[src/rtl/uart_transmitter_controller_pkg.sv]
// Shared types and defaults for the UART transmit scheduler.
// The overrun feature is enabled by defining TX_CTRL_OVERRUN_FLAG_EN.
package uart_transmitter_controller_pkg;

  localparam int unsigned TX_DATA_WIDTH = 8;

  typedef enum logic [1:0] {
    ST_IDLE = 2'b00,
    ST_REQ  = 2'b01,
    ST_HOLD = 2'b10
  } tx_state_e;

  typedef enum logic {
    SEL_FIRST = 1'b0,
    SEL_LAST  = 1'b1
  } byte_sel_e;

endpackage

[src/rtl/uart_transmitter_controller_if.sv]
// Result/strobe inputs and UART TX request outputs of the transmit scheduler.
// The overrun signal exists only when TX_CTRL_OVERRUN_FLAG_EN is defined.
interface uart_transmitter_controller_if
  import uart_transmitter_controller_pkg::*;
#(
  parameter int unsigned DATA_WIDTH = TX_DATA_WIDTH
);
  localparam int unsigned ALU_OUT_WIDTH = 2 * DATA_WIDTH;

  logic [ALU_OUT_WIDTH-1:0] alu_out;
  logic                     alu_out_valid;
  logic [DATA_WIDTH-1:0]    rd_data;
  logic                     rd_data_valid;
  logic                     tx_busy;
  logic [DATA_WIDTH-1:0]    tx_p_data;
  logic                     tx_data_valid;
`ifdef TX_CTRL_OVERRUN_FLAG_EN
  logic                     overrun;
`endif

  modport master (
    input  alu_out,
    input  alu_out_valid,
    input  rd_data,
    input  rd_data_valid,
    input  tx_busy,
    output tx_p_data,
    output tx_data_valid
`ifdef TX_CTRL_OVERRUN_FLAG_EN
    , output overrun
`endif
  );

  modport slave (
    output alu_out,
    output alu_out_valid,
    output rd_data,
    output rd_data_valid,
    output tx_busy,
    input  tx_p_data,
    input  tx_data_valid
`ifdef TX_CTRL_OVERRUN_FLAG_EN
    , input overrun
`endif
  );

endinterface

[src/rtl/uart_transmitter_controller_tx_pending_slot.sv]
// One-entry holding slot: loads on strobe when empty or draining, else reports a drop.
module tx_pending_slot #(
  parameter int unsigned WIDTH = 8
) (
  input  logic             clk,
  input  logic             reset_n,
  input  logic             load_i,
  input  logic [WIDTH-1:0] data_i,
  input  logic             clr_i,
  output logic [WIDTH-1:0] data_o,
  output logic             full_o,
  output logic             drop_c_o
);

  logic [WIDTH-1:0] data_q, data_d;
  logic             full_q, full_d;
  logic             accept_c;

  // A slot being drained this cycle counts as empty, so a refill lands cleanly.
  always_comb begin
    accept_c = load_i & (~full_q | clr_i);
    drop_c_o = load_i & full_q & ~clr_i;
    data_d   = data_q;
    full_d   = full_q;
    if (accept_c) begin
      data_d = data_i;
      full_d = 1'b1;
    end else if (clr_i) begin
      full_d = 1'b0;
    end
  end

  always_ff @(posedge clk or negedge reset_n) begin
    if (!reset_n) begin
      data_q <= '0;
      full_q <= 1'b0;
    end else begin
      data_q <= data_d;
      full_q <= full_d;
    end
  end

  assign data_o = data_q;
  assign full_o = full_q;

endmodule

[src/rtl/uart_transmitter_controller.sv]
// Schedules register-read bytes and 2-byte ALU results onto the UART TX byte handshake.
// Define TX_CTRL_OVERRUN_FLAG_EN to expose a one-cycle overrun pulse on dropped strobes.
module uart_transmitter_controller
  import uart_transmitter_controller_pkg::*;
#(
  parameter int unsigned DATA_WIDTH = TX_DATA_WIDTH
) (
  input logic clk,
  input logic reset_n,
  uart_transmitter_controller_if.master tx_if
);

  localparam int unsigned ALU_OUT_WIDTH = 2 * DATA_WIDTH;

  tx_state_e               state_q, state_d;
  byte_sel_e               sel_q, sel_d;
  logic [DATA_WIDTH-1:0]   tx_data_q, tx_data_d;
  logic                    tx_valid_q, tx_valid_d;

  logic [DATA_WIDTH-1:0]    rd_word;
  logic [ALU_OUT_WIDTH-1:0] alu_word;
  logic                     rd_full, alu_full;
  logic                     rd_clr_c, alu_clr_c;
  logic                     rd_drop_c, alu_drop_c;

  tx_pending_slot #(.WIDTH(DATA_WIDTH)) u_rd_slot (
    .clk      (clk),
    .reset_n  (reset_n),
    .load_i   (tx_if.rd_data_valid),
    .data_i   (tx_if.rd_data),
    .clr_i    (rd_clr_c),
    .data_o   (rd_word),
    .full_o   (rd_full),
    .drop_c_o (rd_drop_c)
  );

  tx_pending_slot #(.WIDTH(ALU_OUT_WIDTH)) u_alu_slot (
    .clk      (clk),
    .reset_n  (reset_n),
    .load_i   (tx_if.alu_out_valid),
    .data_i   (tx_if.alu_out),
    .clr_i    (alu_clr_c),
    .data_o   (alu_word),
    .full_o   (alu_full),
    .drop_c_o (alu_drop_c)
  );

  // Register reads win arbitration; ALU results go out low byte then high byte.
  always_comb begin
    state_d   = state_q;
    sel_d     = sel_q;
    tx_data_d = tx_data_q;
    rd_clr_c  = 1'b0;
    alu_clr_c = 1'b0;
    case (state_q)
      ST_IDLE: begin
        if (rd_full) begin
          tx_data_d = rd_word;
          rd_clr_c  = 1'b1;
          sel_d     = SEL_LAST;
          state_d   = ST_REQ;
        end else if (alu_full) begin
          tx_data_d = alu_word[DATA_WIDTH-1:0];
          sel_d     = SEL_FIRST;
          state_d   = ST_REQ;
        end
      end
      ST_REQ: begin
        if (tx_if.tx_busy) begin
          state_d = ST_HOLD;
        end
      end
      ST_HOLD: begin
        if (!tx_if.tx_busy) begin
          if (sel_q == SEL_FIRST) begin
            tx_data_d = alu_word[ALU_OUT_WIDTH-1:DATA_WIDTH];
            alu_clr_c = 1'b1;
            sel_d     = SEL_LAST;
            state_d   = ST_REQ;
          end else begin
            state_d = ST_IDLE;
          end
        end
      end
      default: state_d = ST_IDLE;
    endcase
    tx_valid_d = (state_d == ST_REQ);
  end

  always_ff @(posedge clk or negedge reset_n) begin
    if (!reset_n) begin
      state_q    <= ST_IDLE;
      sel_q      <= SEL_FIRST;
      tx_data_q  <= '0;
      tx_valid_q <= 1'b0;
    end else begin
      state_q    <= state_d;
      sel_q      <= sel_d;
      tx_data_q  <= tx_data_d;
      tx_valid_q <= tx_valid_d;
    end
  end

  assign tx_if.tx_p_data     = tx_data_q;
  assign tx_if.tx_data_valid = tx_valid_q;

`ifdef TX_CTRL_OVERRUN_FLAG_EN
  logic overrun_q, overrun_d;

  // Simultaneous drops on both slots merge into a single pulse.
  always_comb begin
    overrun_d = rd_drop_c | alu_drop_c;
  end

  always_ff @(posedge clk or negedge reset_n) begin
    if (!reset_n) begin
      overrun_q <= 1'b0;
    end else begin
      overrun_q <= overrun_d;
    end
  end

  assign tx_if.overrun = overrun_q;
`else
  logic unused_drop_c;
  assign unused_drop_c = rd_drop_c | alu_drop_c;
`endif

endmodule

[src/flat_wrapper.sv]
// flat-port wrapper written by rule: the top's interface ports become plain ports
module uart_transmitter_controller_flat import uart_transmitter_controller_pkg::*;
#(
  parameter int unsigned DATA_WIDTH = TX_DATA_WIDTH
)
  (clk, reset_n, tx_if_alu_out, tx_if_alu_out_valid, tx_if_rd_data, tx_if_rd_data_valid, tx_if_tx_busy, tx_if_tx_p_data, tx_if_tx_data_valid);
  uart_transmitter_controller_if #(.DATA_WIDTH(DATA_WIDTH)) tx_if_i ();
  input logic clk;
  input logic reset_n;
  input wire logic [$bits(tx_if_i.alu_out)-1:0] tx_if_alu_out;
  input wire logic [$bits(tx_if_i.alu_out_valid)-1:0] tx_if_alu_out_valid;
  input wire logic [$bits(tx_if_i.rd_data)-1:0] tx_if_rd_data;
  input wire logic [$bits(tx_if_i.rd_data_valid)-1:0] tx_if_rd_data_valid;
  input wire logic [$bits(tx_if_i.tx_busy)-1:0] tx_if_tx_busy;
  output wire logic [$bits(tx_if_i.tx_p_data)-1:0] tx_if_tx_p_data;
  output wire logic [$bits(tx_if_i.tx_data_valid)-1:0] tx_if_tx_data_valid;
  assign tx_if_i.alu_out = tx_if_alu_out;
  assign tx_if_i.alu_out_valid = tx_if_alu_out_valid;
  assign tx_if_i.rd_data = tx_if_rd_data;
  assign tx_if_i.rd_data_valid = tx_if_rd_data_valid;
  assign tx_if_i.tx_busy = tx_if_tx_busy;
  assign tx_if_tx_p_data = tx_if_i.tx_p_data;
  assign tx_if_tx_data_valid = tx_if_i.tx_data_valid;
  uart_transmitter_controller #(.DATA_WIDTH(DATA_WIDTH)) u_core (.clk(clk), .reset_n(reset_n), .tx_if(tx_if_i));
endmodule
[config.mk]
export PLATFORM = sky130hd
export DESIGN_NAME = uart_transmitter_controller_flat
export DESIGN_NICKNAME = d
export VERILOG_FILES = /design/src/rtl/uart_transmitter_controller_pkg.sv /design/src/rtl/uart_transmitter_controller_if.sv /design/src/rtl/uart_transmitter_controller_tx_pending_slot.sv /design/src/rtl/uart_transmitter_controller.sv /design/src/flat_wrapper.sv
export SDC_FILE = /design/constraint.sdc
export NUM_CORES = 1
export LEC_CHECK = 0
export ABC_AREA = 1
export CORE_UTILIZATION = 40
export CTS_CLUSTER_DIAMETER = 120
export DETAILED_ROUTE_END_ITERATION = 12
export PLACE_DENSITY = 0.65
export SLEW_MARGIN = 0
export SYNTH_ARGS = -nofsm -noshare
export SYNTH_HDL_FRONTEND = slang
export SYNTH_SLANG_ARGS = --single-unit
[constraint.sdc]
create_clock -name clk -period 1.4 [get_ports clk]
set_input_delay 0.42 -clock clk [delete_from_list [all_inputs] [get_ports clk]]
set_output_delay 0.42 -clock clk [all_outputs]
set_load 0.05 [all_outputs]
After elaboration in Yosys (flattened, before gate mapping)
Cells that the tools add are included.
W data, S select, Z words.
- multiplexer cells: 24
- eq/ne operators: 6
- bitwise logic cells: 6
- reduce and logical (&&, ||, !) cells: 6
- operator list (operator ; number):
    $mux W8 ; 4
    $pmux W8 S2 ; 1
    $mux W1 ; 13
    $mux W2 ; 4
    $pmux W2 S3 ; 1
    $reduce_bool A2 Y1 ; 3
    $eq A2 B1 Y1 const B ; 2
    $ne A2 B2 Y1 const B ; 2
    $reduce_and A4 Y1 ; 1
    $ne A3 B3 Y1 const B ; 1
    $reduce_and A3 Y1 ; 1
    $and A1 B1 Y1 ; 2
    $eq A2 B2 Y1 const B ; 1
    $logic_not A2 Y1 ; 1
    $not A1 Y1 ; 2
    $or A1 B1 Y1 ; 2
    $pmux W1 S2 ; 1
- logic and storage cells: 50
- bits in registers: 38
- input port bits: 29
- output and inout port bits: 9

Depth between registers and ports, before layout
Gate-level depths: netlist of run 1.
- depth after elaboration: 6
- mapped depth: 8
- mapped depth without buffers: 7

Cells and area by module
From an unflattened synthesis of run 1, not the netlist that was laid out.
- cell total of the unflattened synthesis: 222
- area total of the unflattened synthesis: 1926.8 µm²
- by module, submodules not included (module ; times used ; area each (µm²) ; sequential area each (µm²) ; cells an instance):
    uart_transmitter_controller ; 1 ; 795.8 ; 300.3 ; 106
    tx_pending_slot at u_core.u_alu_slot ; 1 ; 696.9 ; 425.4 ; 75
    tx_pending_slot at u_core.u_rd_slot ; 1 ; 434.2 ; 225.2 ; 41

Worst setup path before layout of run 1
OpenSTA, ideal clock, no wires.
- kind: register to register
- start point: register u_core.state_q[0]
- end point: register u_core.tx_data_q[7] (netlist: u_core.tx_if.tx_p_data[7])
- stages on the path, launching flop included: 7
- arrival time: 1.048 ns
- path buffers: 1
- setup slack: 0.234 ns
- data required time: 1.282 ns
- setup time: 0.118 ns
- clock period less this slack: 1.166 ns
- path through: dfrtp_1 > inv_1 > nand2_1 > buf_4 > or2_0 > nand3_1 > nand2_1
- cells in the longest elaborated chain, start to end: 3
- elaborated cells on any way between the ends: 8
- those cells by class: eq/ne (4); mux (1); reduce/logical (3)
- RTL lines (what ; line ; text):
    from (decl) ; uart_transmitter_controller.sv:15 ; tx_state_e state_q, state_d;
    from (signal assigned) ; uart_transmitter_controller.sv:97 ; state_q <= state_d;
    $eq A2 B2 Y1 or $logic_not A2 Y1 (tied branches) ; uart_transmitter_controller.sv:55 ; case (state_q)
    $ne A2 B2 Y1 (no line) (tied with other cells) ; n/a ;
    $reduce_and A4 Y1 (no line) ; n/a ;
    to (signal assigned) ; uart_transmitter_controller.sv:99 ; tx_data_q <= tx_data_d;
    to (decl) ; uart_transmitter_controller.sv:17 ; logic [DATA_WIDTH-1:0] tx_data_q, tx_data_d;
Parallel ways exist; a longest one is shown, timed or not.
A chain may end at the register's enable or synchronous reset.

Worst setup path after layout of run 1
- start point: register u_core.tx_data_q[1] (netlist: u_core.tx_if.tx_p_data[1])
- end point: output tx_if_tx_p_data[1]
- RTL lines (what ; line ; text):
    to (decl) ; flat_wrapper.sv:15 ; output wire logic [$bits(tx_if_i.tx_p_data)-1:0] tx_if_tx_p_data;
No word-level cell between the ends.

==> results.md, run 1 <==
- MaxCap Viol Count: 0
- Area of the core: around 4000 um^2
- CP Max Fanout: 2
- Crit path buf inv count: 1
- Clk slew on worst S/H paths: 0.07 ns
- Crit path max-delay family: flip-flops
- WP data arrival: 0.86 ns
- R2R Path Start: u_core.state_q[0]$_DFF_PN0_
- Share of cells above drive strength 1: 18.8%
- FF+latch area: 951 um^2
- Num Clock Sinks: 38
- Final count of negative-setup-slack endpoints: 0
- Syn Inst Count: 199
- Kind of critical path: reg -> out
- Crit path time final: 1.28 ns
- Total power: around 5.5 mW
- Via density: 4.86
- Hpwl dp: 2.63 mm
- Die area: 4500 um^2
- Synth unique cells: 20
- Largest net degree at the start of global routing: 39
- Die Y: 67.1 um
- Worst slack at placement: -0.183 ns
- ANT cells: 0
- Worst vdd ir: just under 0.9 mV
- Die width: 67.1 um
- Post-route setup TNS: 0 ns
- Via Count: between 1,000 and 1,500
- Max clock buf depth: 2
- Commonest non-fill, non-tap cell in the layout: nand2_1
- Mapped cell area: approximately 1700 um^2
- CTS tree: done
- Port Buffers: 37
- Final WL: between 3 and 4 mm
- Vias in the first global route: 1,386
- Clk_skew: 0.00568 ns
- Worst Setup End Kind: output pin
- Final #Nets: about 280
- # rows: 23
- Critical path depth in cells: 1
- Multi-input logic area: 684 um^2
- Ports: 38
- DRC Markers: 0
- Grt total ovfl: 0
- Leakage power: 1.20 nW
- Power Density: 2280 nW/um^2
- Iter 0 DRT Violations: 75
- Initial antenna violation count: 0
- CP startpoint: u_core.tx_if.tx_p_data[1]$_DFFE_PN0P_
- Post-synthesis register bit count: 38
- CP required: just under 1 ns
- Slowest stage cell, crit path: dfrtp_1
- Hold Crit Class: reg -> reg
- Max Slew Vio Count: 0
- Worst Setup Start Kind: flop
- Reg2reg setup slack: 0.16 ns
- Depth of the most critical reg-to-reg path: 6
- Worst-Skew Late Latency: just under 0.3 ns
- Max incr delay on CP: approximately 0.42 ns
- Routability cong.: about 0.79
- Slew HR: 83.9%
- Worst reg2reg endpoint: u_core.sel_q$_DFFE_PN0P_
- Syn Nets: 228
- Avg WL per Cell: between 10 and 15 um
- Area added between synthesis and finish: 41.5%
- Crit path to: tx_if_tx_p_data[1]
- Setup WS post-layout: approximately 0.12 ns
- Commonest cells after routing, fill and taps aside: 76 x nand2_1, 50 x nand3_1, 38 x dfrtp_1
- Number of fillers in the final layout: ~370
- Least-Margin Pin Slew: 0.241 ns
- GR Util All Layers: 19.1%
- RSZ-0062 raised after global routing: no
- Fmax: roughly 0.8 GHz
- Global-route wire length before repair: 6.29 mm
- Antenna Nets Post-Route: 0
- Synthesized area per cell: 8.52 um^2
- Drt pass-1 iters: 4
- # Post-CTS Setup Buffers: 0
- Sequential share of the synthesized area: 56.1%
- Hold Violations, Final: 0
- Outcome: finished, final reports clean
- CTS Buf Count: 5
- Fin util: 59.5%
- YS warnings: 0
- H-Tree Depth: 2
- Initial Util: ~42%
- Fin crit share: 91.8%
- Cell Chain, Critical Path: buf_12
- CTS root buf: clkbuf_8
[state kept, by name (all words and copies together), names as in the netlist]
| signal | count |
|---|---|
| u_core.u_alu_slot.full_o | 1 |
| u_core.tx_if.tx_data_valid | 1 |
| u_core.u_rd_slot.full_o | 1 |
| u_core.u_alu_slot.data_o | 16 |
| u_core.sel_q | 1 |
| u_core.state_q | 2 |
| u_core.tx_if.tx_p_data | 8 |
| u_core.u_rd_slot.data_o | 8 |
[through the flow]
| stage | instance area (um^2) | hold slack, ns | cells |
|---|---|---|---|
| 2_1_floorplan | 1700 | 0.124 | 199 |
| 5_1_grt | 2400 | 0.491 | 300 |
| 4_1_cts | 2390 | 0.469 | 300 |
| 3_3_place_gp | 2300 | 0.450 | 292 |
| 6_report | 2400 | 0.464 | 300 |
| 3_5_place_dp | 2300 | 0.451 | 292 |
[cells in the mapped netlist]
library cell  instances  area, um^2
nand2_1              78         293
nand3_1              50         250
dfrtp_1              38         951
or2_2                 7        43.8
buf_2                 4        20.0
nor2_1                3        11.3
buf_4                 2        15.0
inv_1                 2        7.51
nand2_2               2        12.5
nand2_4               2        22.5
o21ai_0               2        10.0
buf_1                 1        3.75
buf_6                 1        11.3
clkbuf_1              1        3.75
inv_2                 1        3.75
nand3b_1              1        7.51
nor2_2                1        6.26
o211ai_1              1        7.51
o21ai_2               1        8.76
or2_0                 1        6.26
[worst min-delay path by stage]
stage	startpoint	end	slack (ns)	cells after the start
finish	u_core.u_alu_slot.data_o[14]$_DFFE_PN0P_	u_core.u_alu_slot.data_o[14]$_DFFE_PN0P_	0.46	2
detailed placement	u_core.u_alu_slot.data_o[14]$_DFFE_PN0P_	u_core.u_alu_slot.data_o[14]$_DFFE_PN0P_	0.45	2
global route	u_core.u_alu_slot.data_o[14]$_DFFE_PN0P_	u_core.u_alu_slot.data_o[14]$_DFFE_PN0P_	0.49	2
CTS	u_core.u_alu_slot.data_o[14]$_DFFE_PN0P_	u_core.u_alu_slot.data_o[14]$_DFFE_PN0P_	0.47	2
global placement	u_core.u_alu_slot.data_o[14]$_DFFE_PN0P_	u_core.u_alu_slot.data_o[14]$_DFFE_PN0P_	0.45	2
floorplan	reset_n	u_core.sel_q$_DFFE_PN0P_	0.12	0
[cells by family after synthesis]
| family | Yosys count | share of synthesized area (%) |
|---|---|---|
| flip-flops | 38 | 56.1 |
| AO/OA/AOI/OAI | 4 | 1.55 |
| AND/OR/NAND/NOR | 145 | 38.5 |
| buffers and inverters | 12 | 3.84 |
[power by group]
part           switching [mW]  internal, mW
Sequential              0.367          1.63
Combinational            1.51          1.19
Clock                   0.362         0.397
[metal layers]
layer	up-vias	wire length [um]	track usage (%)
li1	747	-	-
met1	668	1690	25.4
met2	35	1670	29.5
met3	7	136	5.65
met4	0	50	6.38
met5	-	0	0
[what timing repair did]
item / CTS / global route
setup endpoints to repair: 0 / 8
resized for setup: 0 / 3
hold buffers: 0 / 0
[tightest hold or removal path, stage by stage (launching register included)]
cell and delay [ns]:
dfrtp_1 0.34, nand2_1 0.05, nand2_1 0.05
[final cells by class]
class / count / area share, %
Timing Repair Buffer: 52 / 24.9
Tap cell: 50 / 2.61
Clock inverter: 1 / 0.209
Multi-Input combinational cell: 149 / 28.5
Sequential cell: 38 / 39.6
Clock buffer: 7 / 3.60
Inverter: 3 / 0.469
Power figures use the tool's default switching activity.
==> run 2, diff against run 1 <==
--- a/config.mk
+++ b/config.mk
@@ -6,6 +6,7 @@
 export NUM_CORES = 1
 export LEC_CHECK = 0
 export ABC_AREA = 1
+export CORE_MARGIN = 1
 export CORE_UTILIZATION = 40
 export CTS_CLUSTER_DIAMETER = 120
 export DETAILED_ROUTE_END_ITERATION = 12
==> results of run 2 <==
Final layout, timing and power as in run 1 (identical DEF).
==> run 3, diff against run 2 <==
--- a/config.mk
+++ b/config.mk
@@ -11,6 +11,7 @@
 export CTS_CLUSTER_DIAMETER = 120
 export DETAILED_ROUTE_END_ITERATION = 12
 export PLACE_DENSITY = 0.65
+export SETUP_SLACK_MARGIN = 0.05
 export SLEW_MARGIN = 0
 export SYNTH_ARGS = -nofsm -noshare
 export SYNTH_HDL_FRONTEND = slang
==> run 3 against run 2 <==
Against the previous run:
- count of clock-buffer cells in the layout did not move
- register-to-register slack barely moved
- hold slack barely moved
- clock power barely moved
- via count rose by 1.0%
- die area did not move
- first-iteration DRC count fell by 16%
- setup slack got worse by 0.0016 ns
- combinational power rose by 2%
- largest cell class unchanged
==> results.md, run 3 (synthesis gave the netlist of run 1 again) <==
- Outcome: finished, final reports clean
- Layout Cells excl Fill: 300
- Initial antenna violation count: 0
- Crit path buf inv count: 1
- Global-route wire length before repair: 6.29 mm
- Area added between synthesis and finish: 42.4%
- Slew HR: 83.2%
- Port Buffers: 37
- CTS tree: done
- Hold Crit Class: reg -> reg
- Share of cells above drive strength 1: 19.2%
- Iter 0 DRT Violations: 63
- Largest net degree at the start of global routing: 39
- Slowest stage cell, crit path: dfrtp_1
- Post-CTS sizing: 0
- Setup WS post-layout: 0.114 ns
- Worst slack at placement: -0.183 ns
- Cell Chain, Critical Path: buf_12
- Worst Setup Start Kind: flop
- CTS root buf: clkbuf_8
- Commonest non-fill, non-tap cell in the layout: nand2_1
- Total power: 5.51 mW
- Hold_buf cts: 0
- H-Tree Depth: 2
- Initial Util: 42.1%
- Worst Setup End Kind: output pin
- Avg WL per Cell: 12.0 um
- Leakage power: around 1.2 nW
- Num Clock Sinks: 38
- Via density: slightly below 5
- Fin util: 59.9%
- Die Y: 67.1 um
- Worst vdd ir: 0.901 mV
- Area of the core: 4030 um^2
- Least-Margin Pin Slew: ~0.25 ns
- Fmax: 0.777 GHz
- Fin crit share: between 90% and 100%
- RSZ-0062 raised after global routing: yes
- Crit path time final: 1.29 ns
- CP required: 0.98 ns
- Hpwl dp: 2.63 mm
- Power Density: around 2300 nW/um^2
- CP Max Fanout: 2
- Hold Violations, Final: 0
- Commonest cells after routing, fill and taps aside: 76 x nand2_1, 50 x nand3_1, 38 x dfrtp_1
- MaxCap Viol Count: 0
- Via Count: 1,472
- CTS Buf Count: 5
- Clk_skew: roughly 0.0065 ns
- Crit path max-delay family: flip-flops
- Final #Nets: 278
- Die width: 67.1 um
- Reg2reg setup slack: 0.17 ns
- Antenna Nets Post-Route: 0
- Die area: between 4000 and 5000 um^2
- Clk slew on worst S/H paths: 0.07 ns
- Max Slew Vio Count: 0
- Number of fillers in the final layout: 365
- Ports: 38
- Final count of negative-setup-slack endpoints: 0
- FF+latch area: 951 um^2
- Final WL: 3.60 mm
- Routability cong.: approximately 0.79
- GR Util All Layers: 19.1%
- # Post-CTS Setup Buffers: 0
- Largest register FFs: 16
- Max incr delay on CP: 0.42 ns
- WP data arrival: 0.87 ns
- Vias in the first global route: 1,386
- ANT cells: 0
- Multi-input logic area: 696 um^2
- Kind of critical path: reg -> out
- Worst-Skew Late Latency: 0.29 ns
- Max clock buf depth: 2
- DRC Markers: 0
- Drt pass-1 iters: 5
- # rows: 23
- Grt total ovfl: 0
- Dpl cells: 292
- Post-route setup TNS: 0 ns
==> run 3: cell counts in the layout (fill, tap and decap cells not counted) <==
No cell type changed its count.
==> run 3: path summary, 6_finish.rpt <==
kind                                                          start                                       end  depth (start not counted)
max                           u_core.tx_if.tx_p_data[1]$_DFFE_PN0P_                        tx_if_tx_p_data[1]                          1
min reg2reg                u_core.u_alu_slot.data_o[14]$_DFFE_PN0P_  u_core.u_alu_slot.data_o[14]$_DFFE_PN0P_                          2
min                        u_core.u_alu_slot.data_o[14]$_DFFE_PN0P_  u_core.u_alu_slot.data_o[14]$_DFFE_PN0P_                          2
max in group asynchronous                                   reset_n   u_core.u_alu_slot.data_o[4]$_DFFE_PN0P_                          2
min in group asynchronous                                   reset_n      u_core.tx_if.tx_data_valid$_DFF_PN0_                          2
max reg2reg                             u_core.state_q[0]$_DFF_PN0_  u_core.u_alu_slot.data_o[10]$_DFFE_PN0P_                          7
==> run 3: metrics by stage <==
stage | instance area [um^2] | hold WS, ns
global placement | 2300 | 0.450
finish | 2410 | 0.464
detailed placement | 2300 | 0.451
floorplan | 1700 | 0.124
global route | 2410 | 0.491
CTS | 2390 | 0.469
==> run 3: layout make-up <==
class,instances,area share [%]
Timing Repair Buffer,52,24.9
Inverter,3,0.467
Sequential cell,38,39.4
Multi-Input combinational cell,149,28.8
Clock buffer,7,3.58
Clock inverter,1,0.207
Tap cell,50,2.59
==> run 3: metal layers <==
metal / global-route usage [%] / vias to the layer above / wire (um)
met3: 5.65 / 7 / 143
met2: 29.5 / 36 / 1700
met4: 6.38 / 0 / 50
met5: 0 / - / 0
met1: 25.4 / 683 / 1710
li1: - / 746 / -
==> run 3: report_power, final <==
group	switching [mW]	internal (mW)
clock	0.365	0.397
combinational	1.53	1.21
sequential	0.370	1.63
total	2.27	3.24
